### src/rtl/ciclo_rtc.sv
// ciclo_rtc: programmable period generator with tick position and completed-cycle counters
module ciclo_rtc #(
    parameter int W = 6
) (
    input  logic         clk,
    input  logic         reset,
    input  logic         EN_ciclo,
    input  logic [W-1:0] duracion,
    output logic [W-1:0] ciclo,
    output logic [W-1:0] cuenta_int
);
    logic         activo;
    logic         fin;
    logic [W-1:0] cuenta_nxt;
    logic [W-1:0] ciclo_nxt;

    // next-state: duracion=0 parks the tick at 0; a shrunk period wraps immediately
    always_comb begin
        activo     = EN_ciclo && (duracion != '0);
        fin        = activo && (cuenta_int >= duracion - W'(1));
        cuenta_nxt = !EN_ciclo ? cuenta_int : (!activo || fin) ? '0 : cuenta_int + W'(1);
        ciclo_nxt  = fin ? ciclo + W'(1) : ciclo;
    end

    // counter registers with asynchronous active-low clear
    always_ff @(posedge clk or negedge reset) begin
        if (!reset) begin
            cuenta_int <= '0;
            ciclo      <= '0;
        end else begin
            cuenta_int <= cuenta_nxt;
            ciclo      <= ciclo_nxt;
        end
    end
endmodule

### config.mk
export PLATFORM = sky130hd
export DESIGN_NAME = ciclo_rtc
export DESIGN_NICKNAME = d
export VERILOG_FILES = /design/src/rtl/ciclo_rtc.sv
export SDC_FILE = /design/constraint.sdc
export NUM_CORES = 1
export LEC_CHECK = 0
export CAP_MARGIN = 20
export CORE_MARGIN = 5
export CORE_UTILIZATION = 25
export DETAILED_ROUTE_END_ITERATION = 10
export PLACE_DENSITY_LB_ADDON = 0.1
export SLEW_MARGIN = 20
export SYNTH_ARGS = -nofsm -noshare
export SYNTH_HDL_FRONTEND = slang
export SYNTH_SLANG_ARGS = --single-unit
### constraint.sdc
create_clock -name clk -period 5.1 [get_ports clk]
set_clock_uncertainty 0.1 [all_clocks]
set_input_delay 1.02 -clock clk [delete_from_list [all_inputs] [get_ports clk]]
set_output_delay 1.02 -clock clk [all_outputs]
set_load 0.03 [all_outputs]
# == After elaboration in Yosys (flattened, before gate mapping) ==
# Index checks and enable logic that the tools add are counted.
# totals
register_bits,12
in_bits,9
output_inout_bits,12
elab_cells,12
# op_classes
addsub,3
n_lt_le_gt_ge,1
n_mux,1
n_reduce_logical,5
# ops
operator,count
adder 6 x 1 -> 6 bit (second input constant),2
>= comparator 6 bit,1
two-way mux 6 bit,1
nonzero test 6 bit,1
subtractor 6 x 1 -> 6 bit (second input constant),1
logical AND 1 bit,2
zero test 1 bit,1
logical OR 1 bit,1

# == Logic depth before layout (Yosys ltp) ==
# Gate-level depths: netlist of the first run.
# logic_depth
ltp_word,5
depth_mapped,10
mapped_depth_nobuf,10

# == Worst setup path after synthesis of the first run ==
# OpenSTA, ideal clock, no wires.
# synth_path
path_type,input -> register
startpoint,input port duracion[2]
endpoint,register ciclo[1]
setup_ns,0.125
t_arrival_ns,2.942
t_required_ns,4.875
setup_slack_ns,1.934
path_stages,9
path_buffers,0
cell_sequence,or3_4 > nor3_1 > xnor2_1 > ha_1 > a21oi_1 > o21a_1 > o21a_1 > nand2b_1 > mux2_2
# synth_via
elab_chain_cells,3
word_cells_on_any_way,5
classes_between,add/sub (1); order compare (1); reduce/logical (3)
# synth_rtl
element,line_no,source
"start, declared",8,"input logic [W-1:0] duracion,"
subtractor 6 x 1 -> 6 bit / nonzero test 6 bit (equally long branches),"20, 19",
>= comparator 6 bit / logical AND 1 bit (equally long branches),"20, 19",
logical AND 1 bit *,20,fin = activo && (cuenta_int >= duracion - W'(1));
"end signal, assigned",32,ciclo <= ciclo_nxt;
"end, declared",9,"output logic [W-1:0] ciclo,"
# Every way passes the cells marked *; elsewhere a longest branch is shown, timed or not.
# A chain may end at the register's enable or synchronous reset.

# == Final worst setup path of the first run ==
# Ends and elaborated chain as after synthesis.

==> metrics list, run 1 <==
- The flow ran to the end, and the final reports show no timing, DRC or antenna violations.
- For the final routed database, the setup TNS stands at 0 ns.
- The worst setup path is launched from an input port.
* Number of cell rows: 20
- Cell area after synthesis: 804.5 um^2
* DR vias: 625
- The clock reaches the later pin of the worst-skew pair after 0.27 ns.
* Type of the worst setup path: input port to flop
* Data required time of the worst path: 5.16 ns
* Syn-to-layout area delta: 36.24%
* Final Net Count: 124
- Proportion of power drawn by combinational gates: 52.3%
- Final-report max-slew violation count: 0
- Ratio of total power to cell area: 464.9 nW/um^2
- Synthesized netlist net count: 99
- Subtracting the final worst setup slack from the clock period gives 3.518 ns.
- Entering global routing, the biggest net connects 13 pins.
* Final standard cell count with taps included and fillers excluded: 148
- Max Cap Violations: 0
- Global routing consumed, over all layers together, 9.091% of the routing resources.
- In the synthesized netlist the async set-or-reset flop fraction comes to 100.0%.
* I/O pin count: 21
- Classification of the worst-slack hold path: flop to flop
- The synthesized design contains 12 register bits.
- Routed wirelength normalized by instance count: 11.80 um
* Setup WS post-layout: 1.582 ns
- Final antenna-violating net count: 0
* Via count of the first global-routing pass: 682
- In this run the static leakage power is 0.4840 nW.
* Final Hold Slack: 0.3779 ns
* Number of DRC violations after detailed-routing iteration 0: 6
- The repair_antennas step left the layout with diodes totalling 0.
* Die width: 66.73 um
- Setup repair after global routing missed its margin: no
- In this run the post-CTS setup repair buffer count came out at 0.
* Net Switching: 0.2197 mW
- CTS built an H-tree with a depth of 1.
- Once the clock tree was built, the resizer swapped 0 gates to a different size.
- Average instance area after synthesis: 10.06 um^2
* Warnings, synthesis: 0
* Instance count after placement with tap cells included: 144
- After floorplanning, the core was sized to cover 3078 um^2.
- After detailed routing, the number of remaining DRC violations is 0.
- The final count of hold timing violations came to 0.
- Number of flops mapped to enable cells by yosys: 0
* First-pass GRT wire length: 3.091 mm
* Global placer's final weighted congestion: 0.6943
* Switching share of power: 43.12%
* Die Height: 66.73 um
- Data arrival time of the critical path: 3.58 ns
- The root buffer cell chosen for the clock tree is sky130_fd_sc_hd__clkbuf_4.
- Setup violations remaining at the end of the flow were counted as 0.
- For the pin with the worst max-slew slack, the measured transition is 0.5788 ns.
- The post-route netlist has 7.692% of its cells at a drive strength greater than 1.
* Worst-case vdd ir drop: 0.0001536 V
- Post-synthesis sequential area ratio: 37.33%
- Aggregate routed wire length: 1.747 mm
* Post-route total power: 0.5096 mW
* Hpwl dp: 1.362 mm
- Number of filler instances in the final layout: 321
- Count of unique library cells instantiated by Yosys: 24
- Kind of end point of the critical path: flop
* Aggregate global routing overflow: 0
- Counting every instance in the synthesized netlist gives 80.
- The count of buffers added on input and output ports is 20.
- Dominant register cell in the synthesized netlist: sky130_fd_sc_hd__dfrtp_1
* Share of total power in sequential cells: 32.9%
- Drt first pass iters: 3
* Max-slew headroom at the worst pin: 61.29%
* Sinks on Clock Net: 12
- Using the TritonRoute via totals, the vias-per-cell ratio works out to 4.223.
- The multi-input combinational cells in the finished layout cover a total of 470.5 um^2.
* Number of buffers between clock root and the deepest sink: 2
* Fmax: 284.3 MHz
- FF/Latch Area: 300.3 um^2
- Clk pwr share: 14.8%
- Buffers inserted during clock tree synthesis total 3.
- Starting utilization of the core area: 26.14%
- Timing analysis after detailed placement gives a worst setup slack of 1.277 ns.
- Internal power summed over all cells: 0.2898 mW
- The die covers 4453 um^2.
- Along the worst path, the maximum fanout reaches 5.
- Clock-pin transition on the worst setup and hold timing paths: 0.08 ns
- Of the available clock period, the critical path in the final layout requires 68.97%.
- Initial antenna violation count: 0
- Hold buffer count at CTS: 0
- TritonCTS built the clock tree.
-- power groups by stage --
stage | registers, mW | clock network (mW) | logic [mW]
after global placement | 0.170 | 0 | 0.268
final | 0.168 | 0.0753 | 0.267
after CTS | 0.169 | 0.0802 | 0.271
after detailed placement | 0.171 | 0 | 0.270
after global routing | 0.176 | 0.0851 | 0.295
after floorplan | 0.225 | 0 | 0.111
-- stage by stage --
step,util (%),instance area [um^2]
2_1_floorplan,-,804.5
3_3_place_gp,34.43,1060
4_1_cts,35.61,1096
3_5_place_dp,34.43,1060
5_1_grt,35.61,1096
6_report,35.61,1096
-- per-layer routing --
metal,global-route usage [%],share of wire [%]
met3,2.192,4.9
met5,0,0
met4,4.569,0.69
met1,12.26,52
met2,13.37,42
-- synthesized netlist by cell type, types with 2 or more instances --
master | number | area, um^2
sky130_fd_sc_hd__nand4_1 | 2 | 12.51
sky130_fd_sc_hd__xor2_1 | 5 | 43.79
sky130_fd_sc_hd__inv_1 | 9 | 33.78
sky130_fd_sc_hd__nand3_1 | 2 | 10.01
sky130_fd_sc_hd__dfrtp_1 | 12 | 300.3
sky130_fd_sc_hd__xnor2_1 | 6 | 52.55
sky130_fd_sc_hd__o21a_1 | 2 | 15.01
sky130_fd_sc_hd__nor2_1 | 3 | 11.26
sky130_fd_sc_hd__nand2_1 | 6 | 22.52
sky130_fd_sc_hd__nand2b_1 | 2 | 12.51
sky130_fd_sc_hd__ha_1 | 10 | 125.1
sky130_fd_sc_hd__a21oi_1 | 3 | 15.01
sky130_fd_sc_hd__nor3_1 | 5 | 25.02
sky130_fd_sc_hd__o22ai_1 | 3 | 18.77
-- layout by cell type, fill, tap and decap left out --
cell,netlist,final
sky130_fd_sc_hd__clkdlybuf4s50_1,0,20
sky130_fd_sc_hd__dfrtp_1,12,12
sky130_fd_sc_hd__ha_1,10,10
sky130_fd_sc_hd__inv_1,9,9
sky130_fd_sc_hd__nand2_1,6,6
sky130_fd_sc_hd__xnor2_1,6,6
sky130_fd_sc_hd__xor2_1,5,5
sky130_fd_sc_hd__nor3_1,5,5
sky130_fd_sc_hd__nor2_1,3,3
sky130_fd_sc_hd__a21oi_1,3,3
sky130_fd_sc_hd__o22ai_1,3,3
sky130_fd_sc_hd__clkbuf_4,0,3
sky130_fd_sc_hd__nand2b_1,2,2
sky130_fd_sc_hd__nand4_1,2,2
sky130_fd_sc_hd__o21a_1,2,2
sky130_fd_sc_hd__nand3_1,2,2
sky130_fd_sc_hd__or3_4,1,1
sky130_fd_sc_hd__o31a_4,1,1
sky130_fd_sc_hd__mux2_2,1,1
sky130_fd_sc_hd__o211ai_4,1,1
sky130_fd_sc_hd__or3_1,1,1
sky130_fd_sc_hd__o221ai_1,1,1
sky130_fd_sc_hd__o21ai_1,1,1
sky130_fd_sc_hd__nor3b_1,1,1
sky130_fd_sc_hd__a21o_1,1,1
sky130_fd_sc_hd__mux2i_1,1,1
sky130_fd_sc_hd__clkbuf_8,0,1
-- registers in the layout (all words and copies together), names as in the netlist --
register	cells
ciclo	6
cuenta_int	6
-- critical path, stage by stage --
cell and delay, ns:
sky130_fd_sc_hd__clkdlybuf4s50_1 0.48, sky130_fd_sc_hd__or3_4 0.42, sky130_fd_sc_hd__nor3_1 0.18, sky130_fd_sc_hd__xnor2_1 0.16
sky130_fd_sc_hd__ha_1 0.28, sky130_fd_sc_hd__a21oi_1 0.13, sky130_fd_sc_hd__o21a_1 0.20, sky130_fd_sc_hd__o21a_1 0.21
sky130_fd_sc_hd__nand2b_1 0.17, sky130_fd_sc_hd__mux2_2 0.33
-- path summary, 6_finish.rpt --
| kind | to | cells after the start | from | slack, ns |
|---|---|---|---|---|
| max | ciclo[1]$_DFFE_PN0P_ | 10 | duracion[2] | 1.58 |
| min | ciclo[5]$_DFFE_PN0P_ | 1 | ciclo[5]$_DFFE_PN0P_ | 0.38 |
| max reg2reg | ciclo[1]$_DFFE_PN0P_ | 7 | cuenta_int[0]$_DFFE_PN0P_ | 2.97 |
| min reg2reg | ciclo[5]$_DFFE_PN0P_ | 1 | ciclo[5]$_DFFE_PN0P_ | 0.38 |
| max in group asynchronous | cuenta_int[0]$_DFFE_PN0P_ | 1 | reset | 3.51 |
| min in group asynchronous | cuenta_int[1]$_DFFE_PN0P_ | 1 | reset | 1.02 |
-- logic make-up (layout without fill, tap and decap cells) --
family                   Yosys count  in the layout  synth area share (%)
AO/OA/AOI/OAI                     13             13                 13.53
XOR/XNOR                          11             11                 11.97
adder cells (fa/ha/maj)           10             10                 15.55
buffers and inverters              9             33                 4.199
flip-flops                        12             12                 37.33
multiplexers                       2              2                 2.644
AND/OR/NAND/NOR                   23             23                 14.77
-- cell type report --
type	count	area share, %
repair buffers	20	18.26
multi-input cells	59	42.92
inverters	9	3.082
flip-flops and latches	12	27.40
well taps	44	5.023
clock buffers	4	3.311
Power figures use the tool's default switching activity.
==> inputs of run 2 (changes only) <==
Clock period 5.1 ns to 2.9 ns, I/O delays scaled along.
==> run 2 against run 1 <==
  * Register-to-register slack lost 2.0 ns
  * Non-clock buffer count grew 13
  * Sequential power rose by 76%
  * Via count is 9.6% higher
  * Critical path depth is 1 higher
  * Clock-buffer cell count unchanged
  * Worst setup slack got worse by 1.5 ns
  * Sequential cell count did not move
  * Clock power up 87%
  * Global-route usage up 0.39 points
  * Highest routed layer unchanged
  * Critical path type unchanged
  * Combinational power is 96% higher
  * Wire length grew 7.9%
==> metrics list, run 2 (synthesis gave the netlist of run 1 again) <==
* Run status: finished clean
* Leading cell types in the layout, fill and taps excluded: 20 x sky130_fd_sc_hd__clkdlybuf4s50_1, 13 x sky130_fd_sc_hd__buf_4, 12 x sky130_fd_sc_hd__dfrtp_1, 10 x sky130_fd_sc_hd__ha_1, 9 x sky130_fd_sc_hd__inv_1
- Initial antenna violation count: 0 (unchanged)
- Final antenna-violating net count: 0 (unchanged)
- Type of the worst setup path: input port to flop
* Fraction of layout instances using a drive strength above 1: 18.80% (+11 points)
- The overall routed net length came to 1.885 mm (+7.9%).
* Hold buffer count at CTS: 0 (unchanged)
* Kind of launch point of the worst setup path: input port
- The final count of negative-setup-slack endpoints was 0 (unchanged).
- H-tree levels: 1 (unchanged)
- The worst setup path is captured at a flop.
- Routed wirelength normalized by instance count: 11.71 um (-0.81%)
- The setup slack after layout is 0.1232 ns (-1.459 ns).
- Clock-pin transition on the worst setup and hold timing paths: 0.09 ns (about the same)
- The global-route wire length before repair came to 3.160 mm (+2.2%).
- The number of fillers in the final layout is 321 (unchanged).
- CTS tree: done
- The total DRC errors in the routed layout was 0 (unchanged).
- Number of buffer cells added on primary ports: 20 (unchanged)
- The number of DRC violations after detailed-routing iteration 0 is 17 (+11).
- Reg2reg start: cuenta_int[0]$_DFFE_PN0P_
- The area occupied by registers was 300.3 um^2 (unchanged).
* DR vias: 685 (+9.6%)
- Number of cell rows: 20 (unchanged)
- The total half-perimeter wirelength after legalization and detailed placement was 1.474 mm (+8.2%).
- I/O pin count: 21 (unchanged)
* First element of the critical path: duracion[2]
- The final non-filler cell total came to 161 (+8.8%).
- The worst-margin pin slew was 0.5672 ns (-0.01165 ns).
- The initial standard-cell utilization of the core came to 26.14% (unchanged).
* Final Hold Slack: 0.3793 ns (+0.001353 ns)
- The count of nets after finishing came to 137 (+10%).
- The number of search-and-repair iterations in the first detailed-routing pass is 3 (unchanged).
* Registers with the highest flip-flop counts: ciclo x6, cuenta_int x6
* Final-report max-slew violation count: 0 (unchanged)
* Worst setup slack for register-to-register paths: 0.96 ns (-2.01 ns)
- Insertion delay of the later-clocked pin in the worst-skew pair: 0.28 ns (about the same)
* Ratio of routed vias to standard cells: 4.255 (+0.75%)
- The worst hold path belongs to the class flop to flop.
- Fin Setup TNS: 0 ns (unchanged)
- The worst path in the final design needs a cycle of 2.777 ns, including I/O delays and setup.
- The minimum setup slack after placement is -0.2065 ns (-1.484 ns).
- Instance count after placement with tap cells included: 157 (+9.0%)
- The pin count of the biggest net entering global routing came to 13 (unchanged).
* Global placer's final weighted congestion: 0.6595 (-5.0%)
- Total Routing Usage GR: 9.485% (+0.39 points)
* Number of buffers between clock root and the deepest sink: 2 (unchanged)
- The largest fanout on the critical path is 3 (-2).
* Setup repair after global routing missed its margin: yes
* Cell chosen for the clock root: sky130_fd_sc_hd__clkbuf_4
- The overall die area was 4453 um^2 (unchanged).
- The core area is 3078 um^2 (unchanged).
- The global-route congestion overflow total came to 0 (unchanged).
- The area taken by multi-input logic gates is 475.5 um^2 (+1.1%).
- Worst-case vdd ir drop: 0.0002819 V (+84%)
* Data arrival time of the critical path: 2.87 ns (-0.71 ns)
- Dividing the final minimum period by the clock period gives 95.75%.
* Data required time of the worst path: 2.99 ns (-2.17 ns)
- The area growth from synthesis to layout is 48.99%.
- Most common cell after layout, fill and taps aside: sky130_fd_sc_hd__clkdlybuf4s50_1
- The power per standard cell area was 801.3 nW/um^2 (+72%).
- Number of endpoints with negative hold slack in the final report: 0 (unchanged)
* Max-slew headroom at the worst pin: 62.07% (+0.78 points)
- Max Cap Violations: 0 (unchanged)
- The die boundary height was 66.73 um (unchanged).
* Sinks on Clock Net: 12 (unchanged)
* Antenna diode instance count: 0 (unchanged)
- Die width: 66.73 um (unchanged)
- The number of global-route vias before repair is 695 (+1.9%).
* Static leakage: 0.5448 nW (+13%)
- Num CTS Buffers: 3 (unchanged)
- The worst hold path begins at ciclo[5]$_DFFE_PN0P_.
* Fmax: 360.1 MHz
==> run 2: changes by cell type in the layout (fill, tap and decap cells not counted), sizes merged <==
cell | before | now
buf | 0 | 13
==> run 2: worst paths after layout <==
check	end	depth (start not counted)
max reg2reg	cuenta_int[3]$_DFFE_PN0P_	8
min in group asynchronous	cuenta_int[0]$_DFFE_PN0P_	1
max	cuenta_int[3]$_DFFE_PN0P_	11
max in group asynchronous	cuenta_int[1]$_DFFE_PN0P_	1
min	ciclo[5]$_DFFE_PN0P_	1
min reg2reg	ciclo[5]$_DFFE_PN0P_	1
==> run 2: critical path: stages <==
cell                              delay (ns)
sky130_fd_sc_hd__clkdlybuf4s50_1        0.43
sky130_fd_sc_hd__or3_4                  0.40
sky130_fd_sc_hd__nor3_2                 0.13
sky130_fd_sc_hd__xnor2_1                0.14
sky130_fd_sc_hd__ha_1                   0.27
sky130_fd_sc_hd__a21oi_1                0.13
sky130_fd_sc_hd__o21a_1                 0.15
sky130_fd_sc_hd__buf_4                  0.12
sky130_fd_sc_hd__o211ai_4               0.08
sky130_fd_sc_hd__or3_1                  0.35
sky130_fd_sc_hd__o221ai_1               0.08
==> run 2: routing by layer <==
layer	share of wire, %	vias to the layer above	global-route usage [%]
li1	-	350	-
met1	50	319	12.59
met2	45	12	14.36
met3	3.5	4	1.686
met4	1.8	0	5.330
met5	0	-	0
==> run 2: stage by stage <==
step | power, mW | area [um^2] | utilization [%]
2_1_floorplan | 0.5908 | 804.5 | -
3_3_place_gp | 0.8262 | 1157 | 37.60
3_5_place_dp | 0.8294 | 1157 | 37.60
4_1_cts | 0.9770 | 1194 | 38.78
5_1_grt | 1.038 | 1199 | 38.94
6_report | 0.9605 | 1199 | 38.94
==> run 2: power by group <==
group | switching [mW] | internal [mW] | total [mW]
clock | 0.0649 | 0.0764 | 0.141
combinational | 0.269 | 0.255 | 0.523
sequential | 0.0726 | 0.223 | 0.296
total | 0.406 | 0.554 | 0.961
==> run 2: what timing repair did <==
item,in CTS,in global routing
buffers inserted,0,0
resized for setup,0,1
endpoints found under the setup margin,0,5
endpoints found under the hold margin,0,0
==> run 2: layout make-up <==
cell class	count	share of cell area, %
clock buffers	4	3.027
inverters	9	2.818
multi-input cells	59	39.67
flip-flops and latches	12	25.05
well taps	44	4.593
repair buffers	33	24.84
